**src/rtl/vga_frame_reader_pkg.sv**
```systemverilog
// Shared definitions for the display reader and the camera capture path:
// default 640x480@60 timing, frame-buffer geometry and RGB332 field layout.
package vga_frame_reader_pkg;

   localparam int VGA_H_ACTIVE = 640;
   localparam int VGA_H_FP     = 16;
   localparam int VGA_H_SYNC   = 96;
   localparam int VGA_H_BP     = 48;
   localparam int VGA_V_ACTIVE = 480;
   localparam int VGA_V_FP     = 10;
   localparam int VGA_V_SYNC   = 2;
   localparam int VGA_V_BP     = 33;

   localparam int FB_IMG_W     = 160;
   localparam int FB_IMG_H     = 120;
   localparam int FB_ADDR_W    = 15;

   // Counter width covers the 800-cycle line and the 525-line frame.
   localparam int CNT_W        = 10;

   localparam int PIX_W        = 8;
   localparam int RGB_R_MSB    = 7;
   localparam int RGB_R_LSB    = 5;
   localparam int RGB_G_MSB    = 4;
   localparam int RGB_G_LSB    = 2;
   localparam int RGB_B_MSB    = 1;
   localparam int RGB_B_LSB    = 0;

   typedef struct packed {
      logic active;
      logic hsync_n;
      logic vsync_n;
      logic frame_start;
   } ctrl_t;

   localparam ctrl_t CTRL_IDLE = '{active: 1'b0, hsync_n: 1'b1, vsync_n: 1'b1, frame_start: 1'b0};

endpackage

```
**src/rtl/vga_timing_gen.sv**
```systemverilog
// Free-running horizontal/vertical counters with decoded sync, active and
// end-of-line/end-of-frame strobes, all valid in the same cycle as the counters.
module vga_timing_gen
   import vga_frame_reader_pkg::*;
#(
   parameter int H_ACTIVE = VGA_H_ACTIVE,
   parameter int H_FP     = VGA_H_FP,
   parameter int H_SYNC   = VGA_H_SYNC,
   parameter int H_BP     = VGA_H_BP,
   parameter int V_ACTIVE = VGA_V_ACTIVE,
   parameter int V_FP     = VGA_V_FP,
   parameter int V_SYNC   = VGA_V_SYNC,
   parameter int V_BP     = VGA_V_BP
) (
   input  logic             clk,
   input  logic             i_rst,
   output logic [CNT_W-1:0] o_h_cnt,
   output logic [CNT_W-1:0] o_v_cnt,
   output logic             o_active,
   output logic             o_hsync_n,
   output logic             o_vsync_n,
   output logic             o_line_end,
   output logic             o_frame_end
);

   localparam int H_TOTAL      = H_ACTIVE + H_FP + H_SYNC + H_BP;
   localparam int V_TOTAL      = V_ACTIVE + V_FP + V_SYNC + V_BP;
   localparam int H_SYNC_START = H_ACTIVE + H_FP;
   localparam int H_SYNC_END   = H_SYNC_START + H_SYNC;
   localparam int V_SYNC_START = V_ACTIVE + V_FP;
   localparam int V_SYNC_END   = V_SYNC_START + V_SYNC;

   logic [CNT_W-1:0] r_h_cnt;
   logic [CNT_W-1:0] r_v_cnt;
   logic             w_line_end;
   logic             w_frame_end;

   assign w_line_end  = (r_h_cnt == CNT_W'(H_TOTAL - 1));
   assign w_frame_end = w_line_end && (r_v_cnt == CNT_W'(V_TOTAL - 1));

   // NOTE: state registers use non-blocking assignments so every always_ff
   // samples the pre-edge value of every other register.
   always_ff @(posedge clk) begin
      if (i_rst) begin
         r_h_cnt <= '0;
         r_v_cnt <= '0;
      end else if (w_line_end) begin
         r_h_cnt <= '0;
         r_v_cnt <= w_frame_end ? '0 : r_v_cnt + CNT_W'(1);
      end else begin
         r_h_cnt <= r_h_cnt + CNT_W'(1);
      end
   end

   assign o_h_cnt     = r_h_cnt;
   assign o_v_cnt     = r_v_cnt;
   assign o_active    = (r_h_cnt < CNT_W'(H_ACTIVE)) && (r_v_cnt < CNT_W'(V_ACTIVE));
   assign o_hsync_n   = !((r_h_cnt >= CNT_W'(H_SYNC_START)) && (r_h_cnt < CNT_W'(H_SYNC_END)));
   assign o_vsync_n   = !((r_v_cnt >= CNT_W'(V_SYNC_START)) && (r_v_cnt < CNT_W'(V_SYNC_END)));
   assign o_line_end  = w_line_end;
   assign o_frame_end = w_frame_end;

endmodule

```
**src/rtl/vga_frame_reader.sv**
```systemverilog
// Reads the 4x-upscaled RGB332 frame buffer in raster order and drives VGA
// colour/sync through a 3-stage pipeline (counters, address, RAM, outputs).
module vga_frame_reader
   import vga_frame_reader_pkg::*;
#(
   parameter int H_ACTIVE = VGA_H_ACTIVE,
   parameter int H_FP     = VGA_H_FP,
   parameter int H_SYNC   = VGA_H_SYNC,
   parameter int H_BP     = VGA_H_BP,
   parameter int V_ACTIVE = VGA_V_ACTIVE,
   parameter int V_FP     = VGA_V_FP,
   parameter int V_SYNC   = VGA_V_SYNC,
   parameter int V_BP     = VGA_V_BP,
   parameter int IMG_W    = FB_IMG_W,
   parameter int IMG_H    = FB_IMG_H
) (
   input  logic                 clk,
   input  logic                 rst,
   output logic [FB_ADDR_W-1:0] DP_RAM_addr_out,
   input  logic [PIX_W-1:0]     DP_RAM_data_out,
   output logic                 VGA_Hsync_n,
   output logic                 VGA_Vsync_n,
   output logic [2:0]           VGA_R,
   output logic [2:0]           VGA_G,
   output logic [1:0]           VGA_B,
   output logic                 frame_start
);

   localparam logic [FB_ADDR_W-1:0] ROW_STEP      = FB_ADDR_W'(IMG_W);
   localparam logic [FB_ADDR_W-1:0] LAST_ROW_BASE = FB_ADDR_W'((IMG_H - 1) * IMG_W);

   logic [CNT_W-1:0]     w_h_cnt;
   logic [CNT_W-1:0]     w_v_cnt;
   logic                 w_active;
   logic                 w_hsync_n;
   logic                 w_vsync_n;
   logic                 w_line_end;
   logic                 w_frame_end;
   logic                 w_v_active;
   ctrl_t                w_ctrl_s0;
   logic [FB_ADDR_W-1:0] w_addr_next;

   logic [FB_ADDR_W-1:0] r_row_base;
   logic [FB_ADDR_W-1:0] r_addr;
   ctrl_t                r_ctrl_s1;
   ctrl_t                r_ctrl_s2;
   ctrl_t                r_ctrl_s3;
   logic [PIX_W-1:0]     r_pix;

   vga_timing_gen #(
      .H_ACTIVE(H_ACTIVE), .H_FP(H_FP), .H_SYNC(H_SYNC), .H_BP(H_BP),
      .V_ACTIVE(V_ACTIVE), .V_FP(V_FP), .V_SYNC(V_SYNC), .V_BP(V_BP)
   ) u_timing (
      .clk         (clk),
      .i_rst       (rst),
      .o_h_cnt     (w_h_cnt),
      .o_v_cnt     (w_v_cnt),
      .o_active    (w_active),
      .o_hsync_n   (w_hsync_n),
      .o_vsync_n   (w_vsync_n),
      .o_line_end  (w_line_end),
      .o_frame_end (w_frame_end)
   );

   assign w_v_active = (w_v_cnt < CNT_W'(V_ACTIVE));
   assign w_ctrl_s0  = '{active:      w_active,
                         hsync_n:     w_hsync_n,
                         vsync_n:     w_vsync_n,
                         frame_start: (w_h_cnt == '0) && (w_v_cnt == '0)};

   // Each stored row is shown on four lines; step to the next row after the fourth.
   always_ff @(posedge clk) begin
      if (rst || w_frame_end) begin
         r_row_base <= '0;
      end else if (w_line_end && w_v_active && (w_v_cnt[1:0] == 2'd3)) begin
         r_row_base <= (r_row_base == LAST_ROW_BASE) ? '0 : r_row_base + ROW_STEP;
      end
   end

   // NOTE: the default assignment first guarantees every path drives
   // w_addr_next, so no latch is inferred.
   always_comb begin
      w_addr_next = '0;
      if (w_active) begin
         if (w_h_cnt == '0)
            w_addr_next = r_row_base;
         else if (w_h_cnt[1:0] == 2'd0)
            w_addr_next = r_addr + FB_ADDR_W'(1);
         else
            w_addr_next = r_addr;
      end else if (w_v_active) begin
         w_addr_next = r_row_base;
      end
   end

   always_ff @(posedge clk) begin
      if (rst) begin
         r_addr    <= '0;
         r_ctrl_s1 <= CTRL_IDLE;
         r_ctrl_s2 <= CTRL_IDLE;
         r_ctrl_s3 <= CTRL_IDLE;
         r_pix     <= '0;
      end else begin
         r_addr    <= w_addr_next;
         r_ctrl_s1 <= w_ctrl_s0;
         r_ctrl_s2 <= r_ctrl_s1;
         r_ctrl_s3 <= r_ctrl_s2;
         r_pix     <= r_ctrl_s2.active ? DP_RAM_data_out : '0;
      end
   end

   assign DP_RAM_addr_out = r_addr;
   assign VGA_Hsync_n     = r_ctrl_s3.hsync_n;
   assign VGA_Vsync_n     = r_ctrl_s3.vsync_n;
   assign frame_start     = r_ctrl_s3.frame_start;
   assign VGA_R           = r_pix[RGB_R_MSB:RGB_R_LSB];
   assign VGA_G           = r_pix[RGB_G_MSB:RGB_G_LSB];
   assign VGA_B           = r_pix[RGB_B_MSB:RGB_B_LSB];

endmodule

```
**config.mk**
```make
export PLATFORM = sky130hd
export DESIGN_NAME = vga_frame_reader
export DESIGN_NICKNAME = d
export VERILOG_FILES = /design/src/rtl/vga_frame_reader_pkg.sv /design/src/rtl/vga_timing_gen.sv /design/src/rtl/vga_frame_reader.sv
export SDC_FILE = /design/constraint.sdc
export NUM_CORES = 1
export LEC_CHECK = 0
export ABC_CLOCK_PERIOD_IN_PS = 3770
export CAP_MARGIN = 0
export CELL_PAD_IN_SITES_DETAIL_PLACEMENT = 0
export CELL_PAD_IN_SITES_GLOBAL_PLACEMENT = 1
export CORE_ASPECT_RATIO = 0.6
export CORE_MARGIN = 1.5
export CORE_UTILIZATION = 45
export CTS_CLUSTER_SIZE = 40
export DETAILED_ROUTE_END_ITERATION = 16
export HOLD_SLACK_MARGIN = 0.15
export PLACE_DENSITY = 0.87
export RECOVER_POWER = 50
export SLEW_MARGIN = 20
export SYNTH_ARGS = -nofsm -noshare
export SYNTH_HDL_FRONTEND = slang
export SYNTH_SLANG_ARGS = --single-unit
```
**constraint.sdc**
```tcl
create_clock -name clk -period 3.77 [get_ports clk]
set_input_delay 0.754 -clock clk [delete_from_list [all_inputs] [get_ports clk]]
set_output_delay 0.754 -clock clk [all_outputs]
set_load 0.005 [all_outputs]
```
# --- Yosys cells after proc, flatten, opt, wreduce, memory -nomap -nowiden ---
# Cells that the tools add are included.
op_classes:
  mul: 0
  order_cmp: 6
  n_reduce_logical: 15
  div_mod_pow: 0
  muxes: 6
  shift: 0
  n_eq_ne: 5
  bitwise: 1
  add_sub_neg: 4
ops:
  columns: ["op", "n"]
  rows:
  - ["$mux W15", 5]
  - ["$add A10 B1 Y10 const B", 2]
  - ["$eq A10 B10 Y1 const B", 2]
  - ["$logic_not A10 Y1", 2]
  - ["$lt A10 B10 Y1 const B", 2]
  - ["$lt A10 B9 Y1 const B", 2]
  - ["$add A15 B1 Y15 const B", 1]
  - ["$add A15 B8 Y15 const B", 1]
  - ["$eq A15 B15 Y1 const B", 1]
  - ["$ge A10 B10 Y1 const B", 1]
  - ["$ge A10 B9 Y1 const B", 1]
  - ["$mux W10", 1]
  - ["$logic_and A1 B1 Y1", 7]
  - ["$reduce_or A2 Y1", 2]
  - ["$ne A3 B1 Y1 const B", 1]
  - ["$eq A2 B2 Y1 const B", 1]
  - ["$logic_not A1 Y1", 2]
  - ["$logic_not A2 Y1", 1]
  - ["$logic_or A1 B1 Y1", 1]
  - ["$not A1 Y1", 1]
word_totals:
  mem_bits_ro: 0
  ramBits: 0
  latchBits: 0
  wordCells: 53
  register_bits: 69
  inputBits: 10
  mem_count: 0

# --- Depth between registers and ports, before layout ---
logic_depth:
  ltp_word: 4
  mapped_depth: 8

# --- By module ---
# Synthesis repeated with hierarchy kept, for this count alone.
unflattened:
  hier_cells: 335
  area_unflattened_um2: 2957.8
modules_own_cells:
  columns: ["module", "area_each_um2", "cells_each", "seq_area_each_um2", "instances"]
  rows:
  - ["vga_frame_reader", 1930.6, 213, 880.8, 1]
  - ["vga_timing_gen", 1027.2, 122, 400.4, 1]

# --- Worst setup path before layout ---
# No wires, ideal clock.
synth_path:
  path_type: "reg-to-reg"
  startpoint: "reg u_timing.r_v_cnt[0] (netlist: u_timing.o_v_cnt[0])"
  endpoint: "reg r_row_base[14]"
  n_path_buf: 0
  slack_ns: 1.599
  required_ns: 3.704
  t_arrival_ns: 2.105
  period_less_slack_ns: 2.171
  stages_incl_launch_ff: 7
  cell_sequence: "dfxtp_1 > ha_1 > or4b_4 > nor4_4 > nand3_2 > or4_4 > a21oi_2"
synth_via:
  elab_chain_cells: 3
synth_rtl:
  columns: ["element", "line_no", "source"]
  rows:
  - ["start: declaration", "vga_timing_gen.sv:34", "logic [CNT_W-1:0] r_v_cnt;"]
  - ["start signal: assignment", "vga_timing_gen.sv:49", "r_v_cnt <= w_frame_end ? '0 : r_v_cnt + CNT_W'(1);"]
  - ["$lt A10 B9 Y1 or $eq A10 B10 Y1 (tied branches)", "vga_frame_reader.sv:65, vga_timing_gen.sv:39", null]
  - ["$logic_and A1 B1 Y1, on equally long branches", "vga_frame_reader.sv:75, vga_timing_gen.sv:39", null]
  - ["$logic_and A1 B1 Y1 or $logic_or A1 B1 Y1 (tied branches)", "vga_frame_reader.sv:75, vga_frame_reader.sv:73", null]
  - ["end signal: assignment", "vga_frame_reader.sv:76", "r_row_base <= (r_row_base == LAST_ROW_BASE) ? '0 : r_row_base + ROW_STEP;"]
  - ["end: declaration", "vga_frame_reader.sv:43", "logic [FB_ADDR_W-1:0] r_row_base;"]
# Parallel ways exist; a longest one is shown, timed or not.
# A chain may end at the register's enable or synchronous reset.

# --- Worst setup path after layout ---
layout_path:
  startpoint: "reg u_timing.r_h_cnt[0] (netlist: u_timing.o_h_cnt[0])"
  endpoint: "reg u_timing.r_v_cnt[9] (netlist: u_timing.o_v_cnt[9])"
layout_via:
  elab_chain_cells: 3
layout_rtl:
  columns: ["element", "line_no", "source"]
  rows:
  - ["start: declaration", "vga_timing_gen.sv:33", "logic [CNT_W-1:0] r_h_cnt;"]
  - ["start signal: assignment", "vga_timing_gen.sv:51", "r_h_cnt <= r_h_cnt + CNT_W'(1);"]
  - ["$eq A10 B10 Y1 (*)", "vga_timing_gen.sv:38", "assign w_line_end = (r_h_cnt == CNT_W'(H_TOTAL - 1));"]
  - ["$logic_and A1 B1 Y1", "vga_timing_gen.sv:39", "assign w_frame_end = w_line_end && (r_v_cnt == CNT_W'(V_TOTAL - 1));"]
  - ["$mux W10", "vga_timing_gen.sv:49", null]
# Mark *: on every way between the ends. The rest lies on a longest branch, timed or not.

==> metrics.md <==
| Metric | Value |
|---|---|
| Outcome | finished clean |
| P_int | 1.17 mW |
| Crit-path slowest cell | clkbuf_1 |
| Synthesis warning total | 0 |
| Kind of critical path | reg2reg |
| Root Buffer | clkbuf_8 |
| Start of the worst register-to-register path | u_timing.o_h_cnt[0] |
| Top-area cell type share of the netlist area | 42.2% |
| P&R area growth vs syn | 19.8% |
| Worst Hold Path EP | VGA_Hsync_n |
| Yosys cell types | 61 |
| Final instance area | 3640 µm² |
| Largest net degree at the start of global routing | 22 |
| Lkg Pwr | 1.29 nW |
| Worst EP required | 4.01 ns |
| Vias post-DR | 2603 |
| DIE HEIGHT | 66.6 µm |
| Syn Inst Count | 345 |
| NetSw | 350 µW |
| Gr ovfl total | 0 |
| Dominant synthesized flop cell | dfxtp_1 |
| RSZ-0062 raised after global routing | no |
| # setup viols final | 0 |
| Peak supply drop | 0.221 mV |
| Most used cell, CP | nand3_1 |
| GRT Overall Usage | 21.9% |
| Setup_tns | 0 ns |
| Clk buf depth | 2 |
| Crit Reg-Reg Endpoint | u_timing.o_v_cnt[9] |
| Initial antenna violation count | 0 |
| CP peak stage delay | 0.66 ns |
| Post-synth top cells | dfxtp_1, nor2_1, nand2_1, nor3_1 |
| DR vias/cell | 5.57 |
| Antenna-violating nets left | 0 |
| Gpl congestion | 0.831 |
| Worst-case register-to-register setup slack | 1.32 ns |
| CP cell instances | ha_1 -> nand3_1 -> nor4_1 -> clkbuf_1 -> nand3_1 -> nor2b_1 -> a21o_2 |
| Clock sinks | 64 |
| Sw Ratio | 23.0% |
| Rows | 22 |
| Critical Path Source | u_timing.o_h_cnt[0] |
| Hold depth | 1 |
| DR DRC count | 0 |
| # IOs | 36 |
| Peak fanout along the critical path | 18 |
| Max H-tree Level | 3 |
| Number of flops mapped to enable cells by yosys | 0 |
| Worst Max-Slew Pin Slew | 0.811 ns |
| Mean Syn Cell Area | 8.79 µm² |
| Final Hold Viols | 0 |
| Post-route minimum period | 2.45 ns |
| Final period utilization | 64.9% |
| First-pass GRT wire length | 12.0 mm |
| Pre-Repair DR Iteration Count | 4 |
| Setup Skew | 0.00706 ns |
| Clk Latency, worst-skew pair | 0.35 ns |
| Resized Gates After CTS | 0 |
| Combinational share of power | 9.2% |
| Port bufs | 35 |
| Layout cells sized above 1 | 9.66% |
| Min-delay worst type | reg2reg |
| DP HPWL | 4.97 mm |
| # nets final | 395 |
| Pwr/cell area | 418 nW/µm² |
| Synth area leaders | dfxtp_1, nor2_1, xor2_1 |
| Clock buffer count from CTS | 9 |
| Hold path start | r_ctrl_s2[2] |
| Most frequent cell after synthesis | dfxtp_1 |
| Die ar. | 7260 µm² |
| Clk pin slew, worst setup/hold paths | 0.07 ns |
| Die Wd | 109 µm |
| Worst EP arrival | 2.69 ns |
| CP top delay family | simple AND/OR/NAND/NOR gates |
| Post-synth top area cell | dfxtp_1 |
| CTS Hold Bufs | 0 |
| Antenna cells | 0 |
| Dpl cell area | 3430 µm² |
| Mapped Area | 3030 µm² |
| Clock share of power | 43.6% |
| Sequential fraction of the synthesis area | 42.2% |
| Starting density of the core | 48.1% |
| Vias in the first global route | 2401 |
| WP depth | 7 |
| WP buf/inv | 1 |
| CTS tree | yes |
| CP endpoint kind | flop |
| Postcts setup bufs | 0 |
| FF+latch count, synth | 64 |
| Sequential share of power | 47.2% |
| Per-cell routed wire length | 15.2 µm |
| Mapped Nets | 361 |
| Worst R2R Path Depth | 7 |
| WL final | 7.12 mm |
| Pins Over Slew Limit | 0 |
| Max_cap viols | 0 |
| Initial drt markers | 165 |
| FFs w/ async S/R, synth | 0% |
| Area of the core | 6300 µm² |
| Fmax achieved | 409 MHz |
| Normalized max-slew margin | 45.9% |
| CP startpoint kind | flop |
-- flip-flops by register name, indices dropped and copies added, names as in the netlist, 4 cells and up --
| signal | flops |
|---|---|
| r_ctrl_s1 | 4 |
| u_timing.o_h_cnt | 10 |
| r_row_base | 10 |
| u_timing.o_v_cnt | 10 |
| r_ctrl_s2 | 4 |
| r_pix | 8 |
| DP_RAM_addr_out | 15 |
-- routing by layer --
layer | track usage [%] | up-vias | share of wire (%)
met2 | 30.0 | 76 | 39
met3 | 7.93 | 4 | 6.8
met1 | 31.2 | 1213 | 53
met5 | 0 | - | 0
met4 | 7.40 | 0 | 0.41
li1 | - | 1310 | -
-- final cells by class --
type | count | area, µm²
multi-input cells | 259 | 1640
well taps | 84 | 105
clock buffers | 12 | 155
fillers | 585 | 2670
flip-flops and latches | 64 | 1280
repair buffers | 38 | 365
clock inverters | 3 | 65.1
inverters | 7 | 26.3
-- cells by family after synthesis --
group / count (synthesis) / share of synthesized area (%)
adders and majority gates: 6 / 2.47
DFF: 64 / 42.2
AOI/OAI and AO/OA: 58 / 12.5
buffers and inverters: 22 / 3.59
and+or+nand+nor: 168 / 31.3
muxes: 2 / 0.701
xor gates and xnor gates: 25 / 7.22
-- worst register-to-register path, delay by kind of cell, from the launching register on --
family	cells	cell delay [ns]
AND/OR/NAND/NOR	4	0.86
buffers and inverters	1	0.66
AO/OA/AOI/OAI	1	0.21
adder cells (fa/ha/maj)	1	0.24
flip-flops	1	0.38
-- stage by stage --
step	worst slack (ns)	instances	utilization, %	total power, mW	hold slack (ns)
2_1_floorplan	1.60	345	-	0.811	0.389
3_3_place_gp	1.24	452	54.4	0.870	0.391
3_5_place_dp	1.23	452	54.4	0.871	0.396
4_1_cts	1.34	467	57.9	1.54	0.409
5_1_grt	1.05	467	57.7	1.59	0.420
6_report	1.32	467	57.7	1.52	0.410
-- worst max-delay path by stage --
stage | end | slack (ns)
after global routing | u_timing.o_v_cnt[9] | 1.05
after global placement | DP_RAM_addr_out[5] | 1.24
final | u_timing.o_v_cnt[9] | 1.32
after floorplan | r_row_base[14] | 1.60
after CTS | r_row_base[14] | 1.34
after detailed placement | DP_RAM_addr_out[5] | 1.23
-- power groups by stage --
| stage | combinational [mW] | clock [mW] | sequential (mW) |
|---|---|---|---|
| floorplan | 0.0838 | 0 | 0.727 |
| global placement | 0.138 | 0 | 0.731 |
| detailed placement | 0.140 | 0 | 0.731 |
| CTS | 0.141 | 0.679 | 0.716 |
| global route | 0.158 | 0.710 | 0.719 |
| finish | 0.140 | 0.662 | 0.716 |
-- layout by cell type, fill, tap and decap left out, drive strengths merged, types with 7 or more instances in the layout --
cell           synthesis  layout
a21oi                 17      17
and2                   8       8
clkbuf                10      14
clkdlybuf4s50          0      23
dfxtp                 64      64
dlygate4sd3            0      12
inv                    7       7
nand2                 23      23
nand3                 14      14
nand4                 10      10
nor2                  39      39
nor2b                  8       8
nor3                  17      17
o21ai                 11      11
or3                    7       7
xnor2                  9       9
xor2                  16      16
(Power assumes the default switching activity.)
